===== src/rtl/rv_ctrl_pkg.sv =====
// Shared encodings for the RV32I multi-cycle control unit: FSM states, ALU op
// codes, opcode constants, op classes and the datapath mux select codes.
package rv_ctrl_pkg;

  typedef enum logic [2:0] {
    StFetch  = 3'd0,
    StDecode = 3'd1,
    StExec   = 3'd2,
    StMem    = 3'd3,
    StWb     = 3'd4,
    StBranch = 3'd5,
    StTrap   = 3'd6
  } ctrl_state_e;

  typedef enum logic [2:0] {
    ALU_ADD  = 3'd0,
    ALU_AND  = 3'd1,
    ALU_XOR  = 3'd2,
    ALU_SLL  = 3'd3,
    ALU_SRA  = 3'd4,
    ALU_SUB  = 3'd5,
    ALU_JALR = 3'd6,
    ALU_ZERO = 3'd7
  } alu_op_e;

  typedef enum logic [2:0] {
    ClsR, ClsI, ClsLoad, ClsStore, ClsBranch, ClsJal, ClsJalr, ClsLui
  } op_class_e;

  localparam logic [6:0] OP_R      = 7'b0110011;
  localparam logic [6:0] OP_I      = 7'b0010011;
  localparam logic [6:0] OP_LOAD   = 7'b0000011;
  localparam logic [6:0] OP_STORE  = 7'b0100011;
  localparam logic [6:0] OP_BRANCH = 7'b1100011;
  localparam logic [6:0] OP_JAL    = 7'b1101111;
  localparam logic [6:0] OP_JALR   = 7'b1100111;
  localparam logic [6:0] OP_LUI    = 7'b0110111;

  localparam logic [2:0] F3_BEQ = 3'b000;
  localparam logic [2:0] F3_BNE = 3'b001;
  localparam logic [2:0] F3_BLT = 3'b100;
  localparam logic [2:0] F3_BGE = 3'b101;

  localparam logic [2:0] IMM_I = 3'd0;
  localparam logic [2:0] IMM_S = 3'd1;
  localparam logic [2:0] IMM_B = 3'd2;
  localparam logic [2:0] IMM_J = 3'd3;
  localparam logic [2:0] IMM_U = 3'd4;

  localparam logic [1:0] WB_ALU = 2'd0;
  localparam logic [1:0] WB_MEM = 2'd1;
  localparam logic [1:0] WB_PC4 = 2'd2;

  localparam logic [1:0] PC_PLUS4  = 2'd0;
  localparam logic [1:0] PC_TARGET = 2'd1;
  localparam logic [1:0] PC_TRAP   = 2'd2;

  // Branch resolution from rs1-rs2 flags; signed overflow is deliberately not corrected.
  function automatic logic branch_taken(input logic [2:0] funct3, input logic zero,
                                        input logic msb);
    logic taken;
    unique case (funct3)
      F3_BEQ:  taken = zero;
      F3_BNE:  taken = ~zero;
      F3_BLT:  taken = msb;
      F3_BGE:  taken = ~msb;
      default: taken = 1'b0;
    endcase
    return taken;
  endfunction

endpackage


===== src/rtl/rv_ctrl_decode.sv =====
// Combinational instruction decoder: opcode/funct3/funct7 -> op class, ALU op,
// immediate format and illegal flag. Only the ops the shared ALU can execute are legal.
module rv_ctrl_decode
  import rv_ctrl_pkg::*;
(
  input  logic [6:0] opcode_i,
  input  logic [2:0] funct3_i,
  input  logic [6:0] funct7_i,
  output op_class_e  cls_o,
  output alu_op_e    alu_op_o,
  output logic [2:0] imm_sel_o,
  output logic       illegal_o
);

  logic f7_zero, f7_alt;
  assign f7_zero = (funct7_i == 7'h00);
  assign f7_alt  = (funct7_i == 7'h20);

  // Classify the instruction and flag encodings the datapath cannot execute.
  always_comb begin
    cls_o     = ClsR;
    alu_op_o  = ALU_ADD;
    imm_sel_o = IMM_I;
    illegal_o = 1'b0;
    case (opcode_i)
      OP_R: begin
        cls_o = ClsR;
        case (funct3_i)
          3'b000: begin
            if (f7_zero)     alu_op_o = ALU_ADD;
            else if (f7_alt) alu_op_o = ALU_SUB;
            else             illegal_o = 1'b1;
          end
          3'b001: begin alu_op_o = ALU_SLL; illegal_o = ~f7_zero; end
          3'b100: begin alu_op_o = ALU_XOR; illegal_o = ~f7_zero; end
          3'b101: begin alu_op_o = ALU_SRA; illegal_o = ~f7_alt;  end
          3'b111: begin alu_op_o = ALU_AND; illegal_o = ~f7_zero; end
          default: illegal_o = 1'b1;
        endcase
      end
      OP_I: begin
        cls_o = ClsI;
        case (funct3_i)
          3'b000: alu_op_o = ALU_ADD;
          3'b100: alu_op_o = ALU_XOR;
          3'b111: alu_op_o = ALU_AND;
          3'b001: begin alu_op_o = ALU_SLL; illegal_o = ~f7_zero; end
          3'b101: begin alu_op_o = ALU_SRA; illegal_o = ~f7_alt;  end
          default: illegal_o = 1'b1;
        endcase
      end
      OP_LOAD: begin
        cls_o     = ClsLoad;
        illegal_o = (funct3_i == 3'b011) || (funct3_i[2:1] == 2'b11);
      end
      OP_STORE: begin
        cls_o     = ClsStore;
        imm_sel_o = IMM_S;
        illegal_o = funct3_i[2] || (funct3_i[1:0] == 2'b11);
      end
      OP_BRANCH: begin
        cls_o     = ClsBranch;
        imm_sel_o = IMM_B;
        alu_op_o  = ALU_SUB;
        // No unsigned compare flag, so bltu/bgeu are rejected.
        illegal_o = (funct3_i[2:1] == 2'b01) || (funct3_i[2:1] == 2'b11);
      end
      OP_JAL: begin
        cls_o     = ClsJal;
        imm_sel_o = IMM_J;
      end
      OP_JALR: begin
        cls_o     = ClsJalr;
        alu_op_o  = ALU_JALR;
        illegal_o = (funct3_i != 3'b000);
      end
      OP_LUI: begin
        cls_o     = ClsLui;
        imm_sel_o = IMM_U;
      end
      default: illegal_o = 1'b1;
    endcase
  end

endmodule


===== src/rtl/rv_control_fsm.sv =====
// Multi-cycle RV32I control FSM driving the shared ALU, memories, register file and PC.
// Optional illegal-instruction trap state is built when RV_CTRL_ILLEGAL_TRAP_EN is defined;
// otherwise illegal instructions retire as a NOP and trap_o stays low.
module rv_control_fsm
  import rv_ctrl_pkg::*;
#(
  parameter int unsigned ALU_SEL_W   = 3,
  parameter int unsigned MEM_TIMEOUT = 16
) (
  input  logic                 clk_i,
  input  logic                 reset_i,
  output logic                 imem_req_o,
  input  logic                 imem_ack_i,
  input  logic [31:0]          instr_i,
  output logic                 ir_we_o,
  output logic [ALU_SEL_W-1:0] alu_sel_o,
  input  logic                 alu_msb_i,
  input  logic                 alu_zero_i,
  output logic                 alu_src_a_o,
  output logic                 alu_src_b_o,
  output logic [2:0]           imm_sel_o,
  output logic                 tgt_we_o,
  output logic                 dmem_req_o,
  output logic                 dmem_we_o,
  input  logic                 dmem_ack_i,
  output logic                 rf_we_o,
  output logic [1:0]           wb_sel_o,
  output logic                 pc_we_o,
  output logic [1:0]           pc_sel_o,
  output logic                 mem_err_o,
  output logic                 trap_o
);

  localparam int unsigned CntW = $clog2(MEM_TIMEOUT + 1);

  ctrl_state_e     state_q, state_d;
  logic [CntW-1:0] cnt_q, cnt_d;
  // Only the decode-relevant fields are kept: {funct7, funct3, opcode}.
  logic [16:0]     ir_q;

  op_class_e  dec_cls;
  alu_op_e    dec_alu;
  logic [2:0] dec_imm;
  logic       dec_illegal;
  alu_op_e    alu_sel;
  logic       timeout;
  logic       unused_instr;

  assign unused_instr = ^{instr_i[24:15], instr_i[11:7]};
  assign timeout      = (cnt_q == CntW'(MEM_TIMEOUT));
  assign alu_sel_o    = ALU_SEL_W'(alu_sel);

  rv_ctrl_decode u_decode (
    .opcode_i  (ir_q[6:0]),
    .funct3_i  (ir_q[9:7]),
    .funct7_i  (ir_q[16:10]),
    .cls_o     (dec_cls),
    .alu_op_o  (dec_alu),
    .imm_sel_o (dec_imm),
    .illegal_o (dec_illegal)
  );

  // State, wait counter and instruction-field register.
  always_ff @(posedge clk_i) begin
    if (reset_i) begin
      state_q <= StFetch;
      cnt_q   <= '0;
      ir_q    <= '0;
    end else begin
      state_q <= state_d;
      cnt_q   <= cnt_d;
      if (ir_we_o) ir_q <= {instr_i[31:25], instr_i[14:12], instr_i[6:0]};
    end
  end

  // Next-state and output decode; everything stays 0 while reset is asserted.
  always_comb begin
    state_d     = state_q;
    cnt_d       = '0;
    imem_req_o  = 1'b0;
    ir_we_o     = 1'b0;
    alu_sel     = ALU_ADD;
    alu_src_a_o = 1'b0;
    alu_src_b_o = 1'b0;
    imm_sel_o   = IMM_I;
    tgt_we_o    = 1'b0;
    dmem_req_o  = 1'b0;
    dmem_we_o   = 1'b0;
    rf_we_o     = 1'b0;
    wb_sel_o    = WB_ALU;
    pc_we_o     = 1'b0;
    pc_sel_o    = PC_PLUS4;
    mem_err_o   = 1'b0;
    trap_o      = 1'b0;

    if (reset_i) begin
      state_d = StFetch;
    end else begin
      unique case (state_q)
        StFetch: begin
          // The request drops in the timeout cycle; a late ack there still wins.
          imem_req_o = ~timeout;
          if (imem_ack_i) begin
            ir_we_o = 1'b1;
            state_d = StDecode;
          end else if (timeout) begin
            mem_err_o = 1'b1;
            pc_we_o   = 1'b1;
          end else begin
            cnt_d = cnt_q + CntW'(1);
          end
        end
        StDecode: begin
          // Precompute PC+imm into the target register for branches and jal.
          alu_src_a_o = 1'b1;
          alu_src_b_o = 1'b1;
          tgt_we_o    = 1'b1;
          imm_sel_o   = dec_imm;
          if (dec_illegal) begin
`ifdef RV_CTRL_ILLEGAL_TRAP_EN
            state_d = StTrap;
`else
            pc_we_o = 1'b1;
            state_d = StFetch;
`endif
          end else begin
            state_d = StExec;
          end
        end
        StExec: begin
          imm_sel_o = dec_imm;
          unique case (dec_cls)
            ClsR:      begin alu_sel = dec_alu; state_d = StWb; end
            ClsI:      begin alu_sel = dec_alu; alu_src_b_o = 1'b1; state_d = StWb; end
            ClsLoad,
            ClsStore:  begin alu_src_b_o = 1'b1; state_d = StMem; end
            ClsBranch: begin alu_sel = ALU_SUB; state_d = StBranch; end
            ClsJal:    state_d = StWb;
            ClsJalr: begin
              alu_sel     = ALU_JALR;
              alu_src_b_o = 1'b1;
              tgt_we_o    = 1'b1;
              state_d     = StWb;
            end
            ClsLui:    begin alu_src_b_o = 1'b1; state_d = StWb; end
            default:   state_d = StFetch;
          endcase
        end
        StMem: begin
          dmem_req_o = ~timeout;
          dmem_we_o  = ~timeout & (dec_cls == ClsStore);
          if (dmem_ack_i) begin
            if (dec_cls == ClsStore) begin
              pc_we_o = 1'b1;
              state_d = StFetch;
            end else begin
              state_d = StWb;
            end
          end else if (timeout) begin
            mem_err_o = 1'b1;
            pc_we_o   = 1'b1;
            state_d   = StFetch;
          end else begin
            cnt_d = cnt_q + CntW'(1);
          end
        end
        StWb: begin
          rf_we_o = 1'b1;
          pc_we_o = 1'b1;
          if (dec_cls == ClsLoad) wb_sel_o = WB_MEM;
          if (dec_cls == ClsJal || dec_cls == ClsJalr) begin
            wb_sel_o = WB_PC4;
            pc_sel_o = PC_TARGET;
          end
          state_d = StFetch;
        end
        StBranch: begin
          // Keep the compare on the ALU so the flags are valid this cycle.
          alu_sel  = ALU_SUB;
          pc_we_o  = 1'b1;
          pc_sel_o = branch_taken(ir_q[9:7], alu_zero_i, alu_msb_i) ? PC_TARGET : PC_PLUS4;
          state_d  = StFetch;
        end
`ifdef RV_CTRL_ILLEGAL_TRAP_EN
        StTrap: begin
          trap_o   = 1'b1;
          pc_we_o  = 1'b1;
          pc_sel_o = PC_TRAP;
          state_d  = StFetch;
        end
`endif
        default: state_d = StFetch;
      endcase
    end
  end

endmodule


===== config.mk =====
export PLATFORM = sky130hd
export DESIGN_NAME = rv_control_fsm
export DESIGN_NICKNAME = d
export VERILOG_FILES = /design/src/rtl/rv_ctrl_pkg.sv /design/src/rtl/rv_ctrl_decode.sv /design/src/rtl/rv_control_fsm.sv
export SDC_FILE = /design/constraint.sdc
export NUM_CORES = 1
export LEC_CHECK = 0
export BUFFER_PORTS_ARGS = -buffer_cell sky130_fd_sc_hd__buf_4
export CAP_MARGIN = 5
export CORE_MARGIN = 1
export CORE_UTILIZATION = 57
export CTS_BUF_LIST = sky130_fd_sc_hd__clkbuf_8
export CTS_CLUSTER_DIAMETER = 30
export DETAILED_ROUTE_END_ITERATION = 7
export GPL_ROUTABILITY_DRIVEN = 1
export HOLD_SLACK_MARGIN = 0.06
export PLACE_DENSITY = 0.88
export SKIP_CTS_REPAIR_TIMING = 1
export SYNTH_ARGS = -nofsm -noshare
export SYNTH_HDL_FRONTEND = slang
export SYNTH_HIERARCHICAL = 1
export SYNTH_SLANG_ARGS = --single-unit

===== constraint.sdc =====
create_clock -name clk_i -period 3 [get_ports clk_i]
set_input_delay 0.15 -clock clk_i [delete_from_list [all_inputs] [get_ports clk_i]]
set_output_delay 0.15 -clock clk_i [all_outputs]
set_load 0.05 [all_outputs]

# After elaboration in Yosys (flattened, before gate mapping)
# Cells that the tools add are included.
[word_totals]
register_bits = 25
inputBits = 38
word_cells = 129
[op_classes]
addsub = 1
n_eq_ne = 32
muxes = 68
bitwise = 6
reduce_logical = 19
[op_table]
columns = ["cell", "count"]
rows = [
  ["3-bit case mux with 4 select lines", 4],
  ["1-bit two-way mux", 33],
  ["7-bit by 6-bit == test with 1-bit output (second input constant)", 4],
  ["3-bit == test (second input constant)", 9],
  ["3-bit two-way mux", 9],
  ["7-bit == test (second input constant)", 3],
  ["3-bit case mux with 7 select lines", 1],
  ["3-bit case mux with 3 select lines", 2],
  ["3-bit by 2-bit == test with 1-bit output (second input constant)", 5],
  ["5-bit two-way mux", 3],
  ["3-bit case mux with 5 select lines", 1],
  ["5-bit case mux with 2 select lines", 1],
  ["2-bit OR reduction", 5],
  ["5-bit OR reduction", 2],
  ["3-bit by 1-bit == test with 1-bit output (second input constant)", 3],
  ["3-bit logical NOT", 3],
  ["2-bit two-way mux", 4],
  ["1-bit case mux with 2 select lines", 4],
  ["1-bit case mux with 4 select lines", 2],
  ["7-bit by 2-bit == test with 1-bit output (second input constant)", 1],
  ["7-bit by 5-bit == test with 1-bit output (second input constant)", 1],
  ["7-bit logical NOT", 1],
  ["1-bit case mux with 7 select lines", 1],
  ["1-bit case mux with 3 select lines", 2],
  ["other kinds (13)", 22],
]

# Longest topological paths before layout
# Gate-level depths: netlist of the first run.
[depth]
depth_word = 8
mapped_depth = 9

# Cells and area by module
# The synthesis of the first run kept the hierarchy.
[modules_own_cells]
columns = ["module", "n_inst", "cells_each", "area_per_inst_um2"]
rows = [
  ["rv_control_fsm", 1, 178, 1416.4],
  ["rv_ctrl_decode", 1, 70, 461.7],
]

# Least setup slack after synthesis of the first run
# No wires, ideal clock.
[synth_timing]
kind = "register -> output"
startpoint = "register ir_q[2]"
endpoint = "output pc_we_o"
t_arrival_ns = 2.890
setup_slack_ns = -0.040
stages_incl_launch_ff = 8
path_buffers = 1
cell_sequence = "dfxtp_1 > buf_2 > nor3_1 > nand3_1 > a21oi_1 > nand3b_1 > o32a_1 > a221oi_1"
[synth_via]
elab_chain_len = 7
elab_cells_between_ends = 17
cone_classes = "9 x eq/ne; 7 x mux; 1 x reduce/logical"
[synth_lines]
columns = ["item", "line", "text"]
rows = [
  ["start, declared", "rv_control_fsm.sv:39", "logic [16:0] ir_q;"],
  ["start signal, assigned", "rv_control_fsm.sv:72", "if (ir_we_o) ir_q <= {instr_i[31:25], instr_i[14:12], instr_i[6:0]};"],
  ["7-bit by 6-bit == test with 1-bit output, or another cell as far along", "rv_ctrl_decode.sv:25", "case (opcode_i)"],
  ["3-bit case mux with 7 select lines *", "rv_ctrl_decode.sv:25", ""],
  ["named net dec_cls[0]", "rv_control_fsm.sv:41", "op_class_e dec_cls;"],
  ["3-bit by 2-bit == test with 1-bit output *", "rv_control_fsm.sv:153", "if (dec_cls == ClsStore) begin"],
  ["1-bit two-way mux *", "rv_control_fsm.sv:153", ""],
  ["1-bit two-way mux *", "rv_control_fsm.sv:152", "if (dmem_ack_i) begin"],
  ["1-bit case mux with 4 select lines *", "rv_control_fsm.sv:99", "unique case (state_q)"],
  ["1-bit two-way mux *", "rv_control_fsm.sv:96", "if (reset_i) begin"],
  ["end, declared", "rv_control_fsm.sv:28", "output logic pc_we_o,"],
]
# Mark *: on every way through the listed nets, which the timed path passes. The rest lies on a longest branch.

# Worst setup path after layout of the first run
[layout_timing]
startpoint = "register ir_q[2]"
endpoint = "output pc_sel_o[0]"
[layout_via]
elab_chain_len = 7
elab_cells_between_ends = 14
cone_classes = "9 x eq/ne; 4 x mux; 1 x reduce/logical"
[layout_lines]
columns = ["item", "line", "text"]
rows = [
  ["7-bit by 6-bit == test with 1-bit output, or another cell as far along", "rv_ctrl_decode.sv:25", ""],
  ["3-bit case mux with 7 select lines *", "rv_ctrl_decode.sv:25", ""],
  ["named net dec_cls[0]", "rv_control_fsm.sv:41", ""],
  ["3-bit == test", "rv_control_fsm.sv:171", "if (dec_cls == ClsJal || dec_cls == ClsJalr) begin"],
  ["1-bit logical OR *", "rv_control_fsm.sv:171", ""],
  ["1-bit two-way mux *", "rv_control_fsm.sv:171", ""],
  ["1-bit case mux with 2 select lines *", "rv_control_fsm.sv:99", ""],
  ["1-bit two-way mux *", "rv_control_fsm.sv:96", ""],
  ["end, declared", "rv_control_fsm.sv:29", "output logic [1:0] pc_sel_o,"],
]
# Marks and branches as above.

==> metrics.cfg, run 1 <==
[setup_path]
reg2reg_to=state_q[0]
critPathSlowestCell=dfxtp_1
path_cells=and3b_1 > a22o_1 > nand2_1 > a21oi_1 > buf_4 > xor2_1 > nand3b_1 > a31oi_1 > buf_4
cp.arrival_ns=2.47
worstReg2RegStart=ir_q[4]
worst_r2r_path_depth=8
cpMostUsedCell=buf_4
crit_fanout=14
cp-end-kind=output port
cp.required_ns=2.85
cp-start-kind=flip-flop
max_stage_delay_ns=0.59
ff2ff_setup_slack_ns=0.58
path_buf_inv=2
critPathTopFamily=flip-flops
crit_type=flip-flop to output port

[worst_hold_path]
hold_depth=3
hold_path_class=input port to flip-flop
min_from=instr_i[14]
whs_endpoint=ir_q[9]

[final_layout]
utilization=0.703
final_nets=314
antenna_cells=0
syn_to_final_growth_pct=15.3
drive_gt1_frac=0.223

[routing]
vias_per_cell=5.64
vias=1788
drt_iter0_drc=115
dr.pass1.iters=4
finalWirelength_mm=3.90
drcViolationCount=0
avgRoutedWirePerCell_um=12.3
ant_nets=0

[floorplanning]
die_x_um=59.4
die-area_sq_um=3530
die_h_um=59.4
num_rows=20
pin_count=59
core-area_sq_um=3080
initial_utilization=0.610

[yosys]
synth-main-ff-cell=dfxtp_1
synth_cell_types=61
yosys_warnings=6
yosysSeqAreaShare=0.266
synth_compound_area_frac=0.184
ys_ff_latch=25
synth_top_family_by_area=simple AND/OR/NAND/NOR gates
async_flop_share=0
synth_cells=248
synth_mux_area_frac=0.00533
synth_fa_ha_area_frac=0.0247
netlist_area_sq_um=1880
synthSimpleGateAreaFrac=0.381
synthXorXnorAreaFrac=0.0373
synth_edf_count=0
syn_avg_cell_area_sq_um=7.57

[timing]
finClkSkew_ns=0.00142
finalMaxSlewViolations=0
slew-limit-headroom=0.455
timing.hold.ws_ns=0.131
rsz0062_at_grt=no
totalNegativeSetupSlack_ns=0
timing_hold_violations_final=0
min_period_ns=2.62
worst_pin_slew_ns=0.815
setup_viol=0
min_period_over_period=0.872
fmax_mhz=382

[clock_tree]
clkLatencyLatePin_ns=0.26
cts_tree=yes
numCtsBuffers=3
clkTransAtPathRegs_ns=0.08
cts_sinks=25
cts_buffer_depth=2
cts-root-buf=clkbuf_8
htreeDepth=1

[power]
leakage_uw=0.000810
power.density_nw_per_um2=335
total_power_uw=725
p_int_uw=509
pwr-share-clk=0.260
irDropWorstVdd_mv=0.360
p_sw_frac=0.297
p_comb_frac=0.209
p_switching_uw=215
power_frac_seq=0.531

[grt]
track_usage=0.237
grt_pass1_vias=1448
antenna_found_initial=0
gr-total-overflow=0
grt_max_degree=35
grt_pass1_wl_mm=6.53

[placed_design]
io_buffers=41
gp_congestion=0.869
place_hpwl_mm=2.64

[job]
drv_cap=0

[outcome]
status=complete, no violations

==> worst reg2reg max path, stage by stage (launching register included) <==
cell and delay, ns:
dfxtp_1 0.60, and3b_1 0.25, a22o_1 0.23, nand2_1 0.06, a21oi_1 0.08, buf_4 0.16
or3b_1 0.37, a311o_1 0.36, a211oi_2 0.21
==> worst max path at each step <==
stage / to / slack, ns / cells after the start / start
CTS: pc_sel_o[0] / 0.42 / 9 / ir_q[4]
finish: pc_sel_o[0] / 0.38 / 9 / ir_q[2]
global placement: state_q[0] / 0.67 / 8 / ir_q[4]
detailed placement: state_q[0] / 0.62 / 8 / ir_q[4]
floorplan: dmem_we_o / -0.003 / 6 / ir_q[2]
global route: pc_we_o / 0.17 / 8 / ir_q[5]
==> stage by stage <==
| step | cells | instance area, sq um | setup slack [ns] |
|---|---|---|---|
| 2_1_floorplan | 249 | 1890 | -0.00301 |
| 3_3_place_gp | 313 | 2120 | 0.665 |
| 3_5_place_dp | 313 | 2120 | 0.616 |
| 4_1_cts | 317 | 2160 | 0.418 |
| 5_1_grt | 317 | 2160 | 0.174 |
| 6_report | 317 | 2160 | 0.383 |
==> power groups by stage <==
stage / logic, uW / registers [uW] / clock network [uW]
2_1_floorplan: 143 / 367 / 0
3_3_place_gp: 148 / 390 / 0
3_5_place_dp: 149 / 391 / 0
4_1_cts: 151 / 384 / 193
5_1_grt: 167 / 390 / 210
6_report: 152 / 385 / 188
==> metal layers <==
metal | up-vias | part of all wire | global-route usage
met3 | 4 | 0.037 | 0.0328
met2 | 45 | 0.45 | 0.358
met1 | 819 | 0.50 | 0.353
li1 | 920 | - | -
met4 | 0 | 0.0087 | 0.0544
met5 | - | 0 | 0
==> cell families (layout without fill, tap and decap cells) <==
group	count (synthesis)	count (layout)
AOI/OAI and AO/OA	55	55
xor gates and xnor gates	8	8
adders and majority gates	4	4
buffers and inverters	31	55
DFF	25	25
muxes	1	1
other	1	2
and+or+nand+nor	123	123
==> Yosys cell counts (all sizes together), types with 2 or more instances <==
library cell	count	area, sq um
a211oi	2	20.0
a21oi	29	145
a311o	2	20.0
a31oi	2	12.5
and2	6	37.5
and3	2	12.5
buf	17	133
clkbuf	7	27.5
dfxtp	25	500
ha	2	25.0
inv	7	26.3
maj3	2	21.3
nand2	44	165
nand2b	3	18.8
nand3	8	45.0
nand3b	6	45.0
nand4bb	2	27.5
nor2	14	55.1
nor2b	3	18.8
nor3	9	45.0
nor3b	4	30.0
nor4	4	40.0
nor4b	3	41.3
nor4bb	3	30.0
o211ai	2	15.0
o21ai	5	25.0
o21bai	2	15.0
o221ai	2	17.5
o22ai	2	12.5
o31ai	3	27.5
or2	2	12.5
or3b	2	17.5
or4b	2	20.0
xnor2	5	43.8
xor2	3	26.3
==> cell usage in the layout, fill, tap and decap left out, types with 4 or more instances in the layout <==
master / count
inv_1: 8
dfxtp_1: 25
nand2_1: 44
and2_1: 6
xnor2_1: 5
nand3b_1: 6
buf_4: 44
nand3_1: 7
o21ai_0: 5
a21oi_1: 29
nor3b_1: 4
nor3_1: 9
nor2_1: 13
==> registers in the layout, indices dropped and copies added (netlist names) <==
register  count
state_q       3
cnt_q         5
ir_q         17
==> final cells by class <==
type / instances / area [sq um]
Tap cell: 44 / 55.1
Multi-Input combinational cell: 193 / 1210
Clock buffer: 3 / 41.3
Clock inverter: 1 / 3.75
Inverter: 7 / 26.3
Fill cell: 265 / 913
Sequential cell: 25 / 500
Timing Repair Buffer: 44 / 330
Note: power is estimated with default switching activity, not from simulation.
==> run 2, diff against run 1 <==
--- a/config.mk
+++ b/config.mk
@@ -9,5 +9,5 @@
 export CAP_MARGIN = 5
 export CORE_MARGIN = 1
-export CORE_UTILIZATION = 57
+export CORE_UTILIZATION = 53
 export CTS_BUF_LIST = sky130_fd_sc_hd__clkbuf_8
 export CTS_CLUSTER_DIAMETER = 30
@@ -15,5 +15,5 @@
 export GPL_ROUTABILITY_DRIVEN = 1
 export HOLD_SLACK_MARGIN = 0.06
-export PLACE_DENSITY = 0.88
+export PLACE_DENSITY = 0.82
 export SKIP_CTS_REPAIR_TIMING = 1
 export SYNTH_ARGS = -nofsm -noshare
==> constraint.sdc (replaced) <==
create_clock -name clk_i -period 2.66 [get_ports clk_i]
set_input_delay 0.532 -clock clk_i [delete_from_list [all_inputs] [get_ports clk_i]]
set_output_delay 0.532 -clock clk_i [all_outputs]
set_load 0.05 [all_outputs]
==> run 2 against run 1 <==
Compared with the run above: the flow now finishes with violations (setup timing); clock-buffer cell count unchanged; sequential power is 9.1% higher; worst hold slack better by 0.33 ns; largest power group unchanged; sequential share of layout area down 2.1 points; critical path depth shrank 1; flip-flop and latch count unchanged; design area is 15% higher.
==> metrics.cfg, run 2 (synthesized netlist as in run 1, its figures left out) <==
[outcome]
status=finished, violations left
violations=setup timing

[power]
power_frac_seq=0.484
leakage_uw=0.000948
p_comb_frac=0.255
p_switching_uw=272
p_sw_frac=0.313
power.density_nw_per_um2=347
irDropWorstVdd_mv=0.356
pwr-share-clk=0.261
total_power_uw=868
p_int_uw=596

[routing]
avgRoutedWirePerCell_um=13.8
vias=1891
vias_per_cell=5.56
finalWirelength_mm=4.68
drt_iter0_drc=156
ant_nets=0
dr.pass1.iters=5
drcViolationCount=0

[timing]
rsz0062_at_grt=yes
min_period_ns=2.77
fmax_mhz=361
worst_pin_slew_ns=0.770
totalNegativeSetupSlack_ns=-0.112
finalMaxSlewViolations=0
setup_viol=2
min_period_over_period=1.04
timing_hold_violations_final=0
finClkSkew_ns=0.00109
setup_slack_ns=-0.109
slew-limit-headroom=0.485

[grt]
grt_pass1_wl_mm=7.00
gr-total-overflow=0
grt_max_degree=30
antenna_found_initial=0
grt_use_met2=0.389
grt_pass1_vias=1594
busiest_layer=met2
track_usage=0.245
grt_use_met1=0.336
grt_use_met3=0.0462

[final_layout]
regMostFlops=ir_q
largest_register_ffs=17
drive_gt1_frac=0.381
utilization=0.743
largest_registers=ir_q (17), cnt_q (5), state_q (3)
stdcell_area_sq_um=2500
layout_common_cells=56 x buf_4, 43 x nand2_1, 24 x a21oi_1, 15 x dfxtp_1, 12 x nor2_1
fillers=282
final_nets=335
final_common_cell=buf_4
antenna_cells=0
syn_to_final_growth_pct=33.1

[clock_tree]
cts_tree=yes
numCtsBuffers=3
cts-root-buf=clkbuf_8
htreeDepth=1
cts_sinks=25
clkLatencyLatePin_ns=0.28
cts_buffer_depth=2
clkTransAtPathRegs_ns=0.08

[setup_path]
cp-start-kind=flip-flop
cp.arrival_ns=2.24
crit_fanout=3
cp-end-kind=output port
crit_type=flip-flop to output port
critPathTopFamily=compound AO/OA/AOI/OAI gates
cp.required_ns=2.13
critPathSlowestCell=a311o_1
path_cells=maj3_2 > o22ai_1 > a311o_1 > nand4_1 > a21oi_1 > o32a_1 > a221oi_4 > buf_6
path_buf_inv=1
max_stage_delay_ns=0.40

[floorplanning]
die-area_sq_um=3790
initial_utilization=0.558
core-area_sq_um=3360
die_x_um=61.5
pin_count=59
num_rows=21
die_h_um=61.5

[job]
drv_cap=0

[worst_hold_path]
hold_path_class=flip-flop to flip-flop

[placed_design]
place_area_sq_um=2300
io_buffers=41
gp_congestion=0.820
place_hpwl_mm=3.23

## run 2: cell count changes in the layout (fill, tap and decap cells not counted), moves of 5 or more
cell | before | now
a21oi_1 | 29 | 24
a21oi_2 | 0 | 5
buf_4 | 44 | 56
buf_6 | 0 | 9
dfxtp_1 | 25 | 15
dfxtp_2 | 0 | 5
dfxtp_4 | 0 | 5
## run 2: power groups by stage
stage / sequential [uW] / combinational [uW] / clock, uW
2_1_floorplan: 413 / 165 / 0
4_1_cts: 417 / 207 / 233
3_5_place_dp: 426 / 207 / 0
3_3_place_gp: 426 / 202 / 0
6_report: 420 / 221 / 226
5_1_grt: 424 / 245 / 245
## run 2: metrics by stage
step	worst slack, ns	hold WS (ns)	std cells
6_report	-0.109	0.463	340
5_1_grt	-0.217	0.488	340
4_1_cts	-0.241	0.461	336
3_5_place_dp	0.0710	0.449	332
3_3_place_gp	0.0875	0.443	332
2_1_floorplan	-0.210	0.430	249
## run 2: worst register-to-register path, stage by stage, from the launching register on
cell	delay, ns
dfxtp_4	0.39
or2_1	0.23
a21oi_1	0.13
a21oi_1	0.08
nor3_2	0.17
buf_4	0.21
or2b_1	0.27
buf_4	0.15
a311o_1	0.32
a211oi_2	0.23
## run 2: layer usage
layer | up-vias | wire (um)
li1 | 965 | -
met1 | 853 | 2020
met2 | 71 | 2390
met3 | 2 | 243
met4 | 0 | 31
met5 | - | 0
## run 2: cell type report
type	instances	area [sq um]	share of cell area
multi-input cells	193	1320	0.530
flip-flops and latches	25	526	0.210
repair buffers	65	522	0.209
well taps	46	57.6	0.0230
clock buffers	3	41.3	0.0165
inverters	7	26.3	0.0105
clock inverters	1	3.75	0.00150
## run 2: path summary, 6_finish.rpt
kind,from,endpoint,slack (ns),cells past startpoint
worst min-delay path,ir_q[10],ir_q[10],0.46,2
worst max register to register,ir_q[2],state_q[0],0.41,9
worst min register to register,ir_q[10],ir_q[10],0.46,2
worst max-delay path,ir_q[7],pc_we_o,-0.11,8
